$ cat src/rtl/layer_sequencer.sv
// Forward-pass sequencer for an N-layer cached dilated causal conv network.
// Pulses shift buffer, per-layer conv resets and cache clocks in order, with overrun/timeout/pass-length tracking.
module layer_sequencer #(
    parameter int unsigned N_LAYERS       = 3,
    parameter int unsigned TIMEOUT_CYCLES = 1024,
    parameter int unsigned CW             = 16
) (
    input  logic                                     clk,
    input  logic                                     rst,
    input  logic                                     sample_clk,
    input  logic [N_LAYERS-1:0]                      conv_out_v,
    input  logic                                     err_clr,
    output logic                                     lsb_shift,
    output logic [N_LAYERS-1:0]                      conv_rst,
    output logic [((N_LAYERS > 1) ? N_LAYERS-1 : 1)-1:0] cache_shift,
    output logic                                     out_latch,
    output logic                                     busy,
    output logic                                     overrun_err,
    output logic                                     timeout_err,
    output logic [CW-1:0]                            last_pass_cycles,
    output logic [CW-1:0]                            max_pass_cycles
);

    localparam int unsigned CSW = (N_LAYERS > 1) ? N_LAYERS - 1 : 1;
    localparam int unsigned LW  = (N_LAYERS > 1) ? $clog2(N_LAYERS) : 1;

    typedef enum logic [2:0] {
        IDLE,
        SHIFT_IN,
        RST_CONV,
        WAIT_CONV,
        SHIFT_CACHE,
        OUTPUT
    } state_t;

    state_t         state;
    logic           s1, s2, s3;
    logic           start_evt;
    logic [LW-1:0]  layer;
    logic [CW-1:0]  wd;
    logic [CW-1:0]  wd_inc;
    logic [CW-1:0]  pass_cnt;
    logic [CW-1:0]  cnt_inc;
    logic           last_layer;
    logic [CSW-1:0] cache_shift_q;

    always_comb begin
        start_evt  = s2 & ~s3;
        wd_inc     = wd + 1'b1;
        cnt_inc    = (&pass_cnt) ? pass_cnt : pass_cnt + 1'b1;
        last_layer = (32'(layer) == N_LAYERS - 1);
    end

    assign cache_shift = (N_LAYERS > 1) ? cache_shift_q : '0;

    always_ff @(posedge clk) begin
        if (!rst) begin
            s1               <= 1'b0;
            s2               <= 1'b0;
            s3               <= 1'b0;
            state            <= IDLE;
            layer            <= '0;
            wd               <= '0;
            pass_cnt         <= '0;
            lsb_shift        <= 1'b0;
            conv_rst         <= '0;
            cache_shift_q    <= '0;
            out_latch        <= 1'b0;
            busy             <= 1'b0;
            overrun_err      <= 1'b0;
            timeout_err      <= 1'b0;
            last_pass_cycles <= '0;
            max_pass_cycles  <= '0;
        end else begin
            s1 <= sample_clk;
            s2 <= s1;
            s3 <= s2;

            lsb_shift     <= 1'b0;
            conv_rst      <= '0;
            cache_shift_q <= '0;
            out_latch     <= 1'b0;

            // A start while busy is dropped; the flag set outranks a same-cycle clear.
            if (start_evt && state != IDLE)
                overrun_err <= 1'b1;
            else if (err_clr)
                overrun_err <= 1'b0;

            if (err_clr)
                timeout_err <= 1'b0;

            if (state != IDLE)
                pass_cnt <= cnt_inc;

            case (state)
                IDLE: begin
                    pass_cnt <= '0;
                    if (start_evt) begin
                        state     <= SHIFT_IN;
                        lsb_shift <= 1'b1;
                        busy      <= 1'b1;
                    end
                end
                SHIFT_IN: begin
                    state    <= RST_CONV;
                    layer    <= '0;
                    conv_rst <= N_LAYERS'(1);
                end
                RST_CONV: begin
                    state <= WAIT_CONV;
                    wd    <= '0;
                end
                WAIT_CONV: begin
                    if (conv_out_v[layer]) begin
                        if (last_layer) begin
                            state     <= OUTPUT;
                            out_latch <= 1'b1;
                        end else begin
                            state         <= SHIFT_CACHE;
                            cache_shift_q <= CSW'(1) << layer;
                        end
                    end else if (wd_inc >= CW'(TIMEOUT_CYCLES)) begin
                        state       <= IDLE;
                        busy        <= 1'b0;
                        timeout_err <= 1'b1;
                        pass_cnt    <= '0;
                    end else begin
                        wd <= wd_inc;
                    end
                end
                SHIFT_CACHE: begin
                    state    <= RST_CONV;
                    layer    <= layer + 1'b1;
                    conv_rst <= N_LAYERS'(1) << (layer + 1'b1);
                end
                OUTPUT: begin
                    state            <= IDLE;
                    busy             <= 1'b0;
                    pass_cnt         <= '0;
                    last_pass_cycles <= cnt_inc;
                    if (cnt_inc > max_pass_cycles)
                        max_pass_cycles <= cnt_inc;
                end
                default: begin
                    state <= IDLE;
                    busy  <= 1'b0;
                end
            endcase
        end
    end

endmodule

$ cat config.mk
export PLATFORM = sky130hd
export DESIGN_NAME = layer_sequencer
export DESIGN_NICKNAME = d
export VERILOG_FILES = /design/src/rtl/layer_sequencer.sv
export SDC_FILE = /design/constraint.sdc
export NUM_CORES = 1
export LEC_CHECK = 0
export CAP_MARGIN = 5
export CORE_MARGIN = 2
export CORE_UTILIZATION = 57
export CTS_CLUSTER_DIAMETER = 60
export DETAILED_ROUTE_END_ITERATION = 6
export DONT_BUFFER_PORTS = 1
export PLACE_DENSITY = 0.85
export RECOVER_POWER = 25
export SYNTH_ARGS = -nofsm -noshare
export SYNTH_HDL_FRONTEND = slang
export SYNTH_SLANG_ARGS = --single-unit
export TNS_END_PERCENT = 1
$ cat constraint.sdc
create_clock -name clk -period 3.8 [get_ports clk]
set_clock_uncertainty 0.2 [all_clocks]
set_input_delay 0.95 -clock clk [delete_from_list [all_inputs] [get_ports clk]]
set_output_delay 0.95 -clock clk [all_outputs]
set_load 0.01 [all_outputs]
==> metrics.md <==
| Metric | Value |
|---|---|
| Final nets | 533 |
| Ports | just under 50 |
| Violation count after the first detailed-route iteration | about 280 |
| Crit Reg-Reg Startpoint | pass_cnt[2]$_SDFF_PN0_ |
| CTS buffer count | 9 |
| Net Sw Frac | a little under a quarter |
| Critical path class | reg2reg |
| Row Count | 30 |
| Initial antenna violation count | 0 |
| Max Fclk | approximately 280 MHz |
| Worst vdd ir | 0.2324 mV |
| First-pass GRT wire length | between 15000 and 20000 µm |
| Final Max Tran Viols | 0 |
| Worst r2r dst | max_pass_cycles[5]$_SDFFE_PN0P_ |
| DR WL/cell | about 17 µm |
| Final period util | 94.60% |
| Final hold vios | 0 |
| Commonest non-fill, non-tap cell in the layout | dfxtp_1 |
| Status | completed |
| Drt pass-1 iters | 5 |
| Pint | between 1 and 1.5 mW |
| Vias per inst | 6.195 |
| Cell Count, Final, Fillers Out | 605 |
| Final global-route overflow total | 0 |
| Fraction of layout cells with a size suffix above 1 | 13.16% |
| N_diodes | 0 |
| Seq cells post-synth | about 80 |
| Logic pwr share | 3.5% |
| CP Launch Point | pass_cnt[2]$_SDFF_PN0_ |
| Clock power share | 41.7% |
| Hold path endpoint | s2$_SDFF_PN0_ |
| Synthesized instance count | about 500 |
| Max FO, Critical Path | 17 |
| IO Port Bufs | 0 |
| Chip Width | 88.97 µm |
| Largest net degree at the start of global routing | 39 |
| Detailed-route wire length | ~10000 µm |
| Power, Total | ~1.6 mW |
| Via count of the first global-routing pass | 3528 |
| Worst-path clk slew | roughly 0.09 ns |
| Crit path launch type | register |
| Netlist cell types | 54 |
| Worst hold slack | about 0.24 ns |
| Root buffer cell | clkbuf_8 |
| Core area | 6907 µm² |
| Die Y | 88.97 µm |
| Clk Latency, worst-skew pair | 0.35 ns |
| Die area | 7916 µm² |
| Final-layout fill cell count | 554 |
| Ys flop type | dfxtp_1 |
| Total of max-cap violations | 0 |
| Number of flops mapped to enable cells by yosys | 0 |
| Worst slew pin tran | between 0.7 and 0.8 ns |
| TNS Setup | 0 ns |
| P&R area growth vs syn | 11.61% |
| Part of the Yosys area used for sequential elements | 39.89% |
| Seq pwr share | 54.9% |
| Post-Place Cells | 588 |
| Final Util | 66.50% |
| TritonCTS clock tree | done |
| DRT antenna net count | 0 |
| Endpoints failing setup | 0 |
| Most frequent cells in the layout | dfxtp_1, nor3_1, nor2_1 |
| H-tree levels | 3 |
| PD cells | about 340 nW/µm² |
| CP endpoint kind | register |
| GRT Resource Usage Total | 26.29% |
| Avg Cell Area, Syn | 8.314 µm² |
| Hold path depth | 1 |
| Max Buffers Root-to-Sink | 2 |
| Routed vias | 3748 |
| Hold-fix buffers, CTS | 0 |
| Num Clock Sinks | about 80 |
| DRC viols | 0 |
| CP required | 3.82 ns |
| Sw power | 0.3741 mW |
| Slew HR | 47.85% |
| Ys async rst share | 0% |
| R2R depth | 12 |
| Reg2reg setup slack | 0.21 ns |
| Synthesized Nets | 524 |
| Gp weighted congestion | 0.9673 |
| Final worst path period need | 3.595 ns |
| HPWL Detailed | 7296 µm |
| Leakage power | 1.718 nW |
| Worst Hold Launch | s1$_SDFF_PN0_ |
| WP data arrival | 3.61 ns |
| Starting Density | 59.58% |
| Synth Cell Area | ~4000 µm² |
| Worst hold path class | reg2reg |
| Yosys warnings | 0 |
[state kept, by name, summed over array words and instances, names as in the netlist]
name and cells:
out_latch 1, timeout_err 1, conv_rst 3, overrun_err 1, layer 2, s2 1
s3 1, max_pass_cycles 16, busy 1, cache_shift 2, wd 16, pass_cnt 16
s1 1, state 3, last_pass_cycles 16, lsb_shift 1
[metrics by stage]
stage / worst slack, ns / cell area [µm²]
after floorplan: 0.03812 / 4144
after global placement: 0.07526 / 4333
after detailed placement: -0.07272 / 4333
after CTS: 0.004070 / 4552
after global routing: -0.01455 / 4593
final: 0.2054 / 4593
[timing repair]
item | in CTS | in global routing
pin swaps | 0 | 3
setup buffers | 0 | 1
resized for setup | 2 | 17
cloned | 0 | 0
setup endpoints to repair | 4 | 16
[cells in the mapped netlist (8+ instances only)]
cell / count / area (µm²)
inv_1: 29 / 108.9
xor2_1: 9 / 78.83
nand3_1: 26 / 130.1
nand2_1: 34 / 127.6
nor3_1: 46 / 230.2
o21ai_0: 10 / 50.05
clkbuf_1: 21 / 78.83
a21oi_1: 30 / 150.1
nor4_1: 18 / 112.6
nor2_1: 39 / 146.4
and3_1: 8 / 50.05
dfxtp_1: 82 / 1642
and2_1: 14 / 87.58
nand4_1: 11 / 68.82
ha_1: 22 / 275.3
xnor2_1: 9 / 78.83
[critical path, cell delays in order, from the launching register on]
cell	delay [ns]
dfxtp_2	0.39
and4_2	0.28
nand2_2	0.13
or3_1	0.43
mux2_2	0.32
ha_1	0.32
a2111o_1	0.41
a31oi_1	0.16
o21ai_1	0.12
a32o_2	0.31
buf_6	0.16
a21oi_1	0.17
a311oi_1	0.07
[logic make-up after synthesis]
family	share of synthesized area, %
AO/OA/AOI/OAI	14.44
adder cells (fa/ha/maj)	6.689
AND/OR/NAND/NOR	27.42
buffers and inverters	5.138
XOR/XNOR	3.831
multiplexers	2.584
flip-flops	39.89
[power groups by stage]
stage                     sequential [mW]  combinational [mW]  clock, mW
after floorplan                     0.886              0.0438          0
after global placement              0.888              0.0517          0
after detailed placement            0.888              0.0533          0
after CTS                           0.867              0.0539      0.662
after global routing                0.868              0.0601      0.703
final                               0.868              0.0545      0.658
[cell type report]
type / instances / area, µm² / share of cell area [%]
clock buffers: 10 / 137.6 / 2.996
clock inverters: 6 / 72.57 / 1.580
inverters: 29 / 108.9 / 2.370
multi-input cells: 358 / 2325 / 50.61
flip-flops and latches: 82 / 1649 / 35.90
well taps: 96 / 120.1 / 2.615
repair buffers: 24 / 180.2 / 3.923
[how the worst max path moves through the flow]
stage | end | slack [ns] | cells after the start
finish | max_pass_cycles[5]$_SDFFE_PN0P_ | 0.21 | 12
global route | max_pass_cycles[3]$_SDFFE_PN0P_ | -0.01 | 13
CTS | max_pass_cycles[5]$_SDFFE_PN0P_ | 0.004 | 12
detailed placement | max_pass_cycles[5]$_SDFFE_PN0P_ | -0.07 | 11
global placement | max_pass_cycles[8]$_SDFFE_PN0P_ | 0.08 | 11
floorplan | max_pass_cycles[3]$_SDFFE_PN0P_ | 0.04 | 17
[layer usage]
metal	global-route usage [%]	part of all wire, %	wire length [µm]
met1	32.82	42	4275
met2	44.03	48	4847
met3	5.633	6.9	699
met4	11.26	3.5	356
met5	0	0	0
No activity file was read; power rests on OpenSTA's default activity.
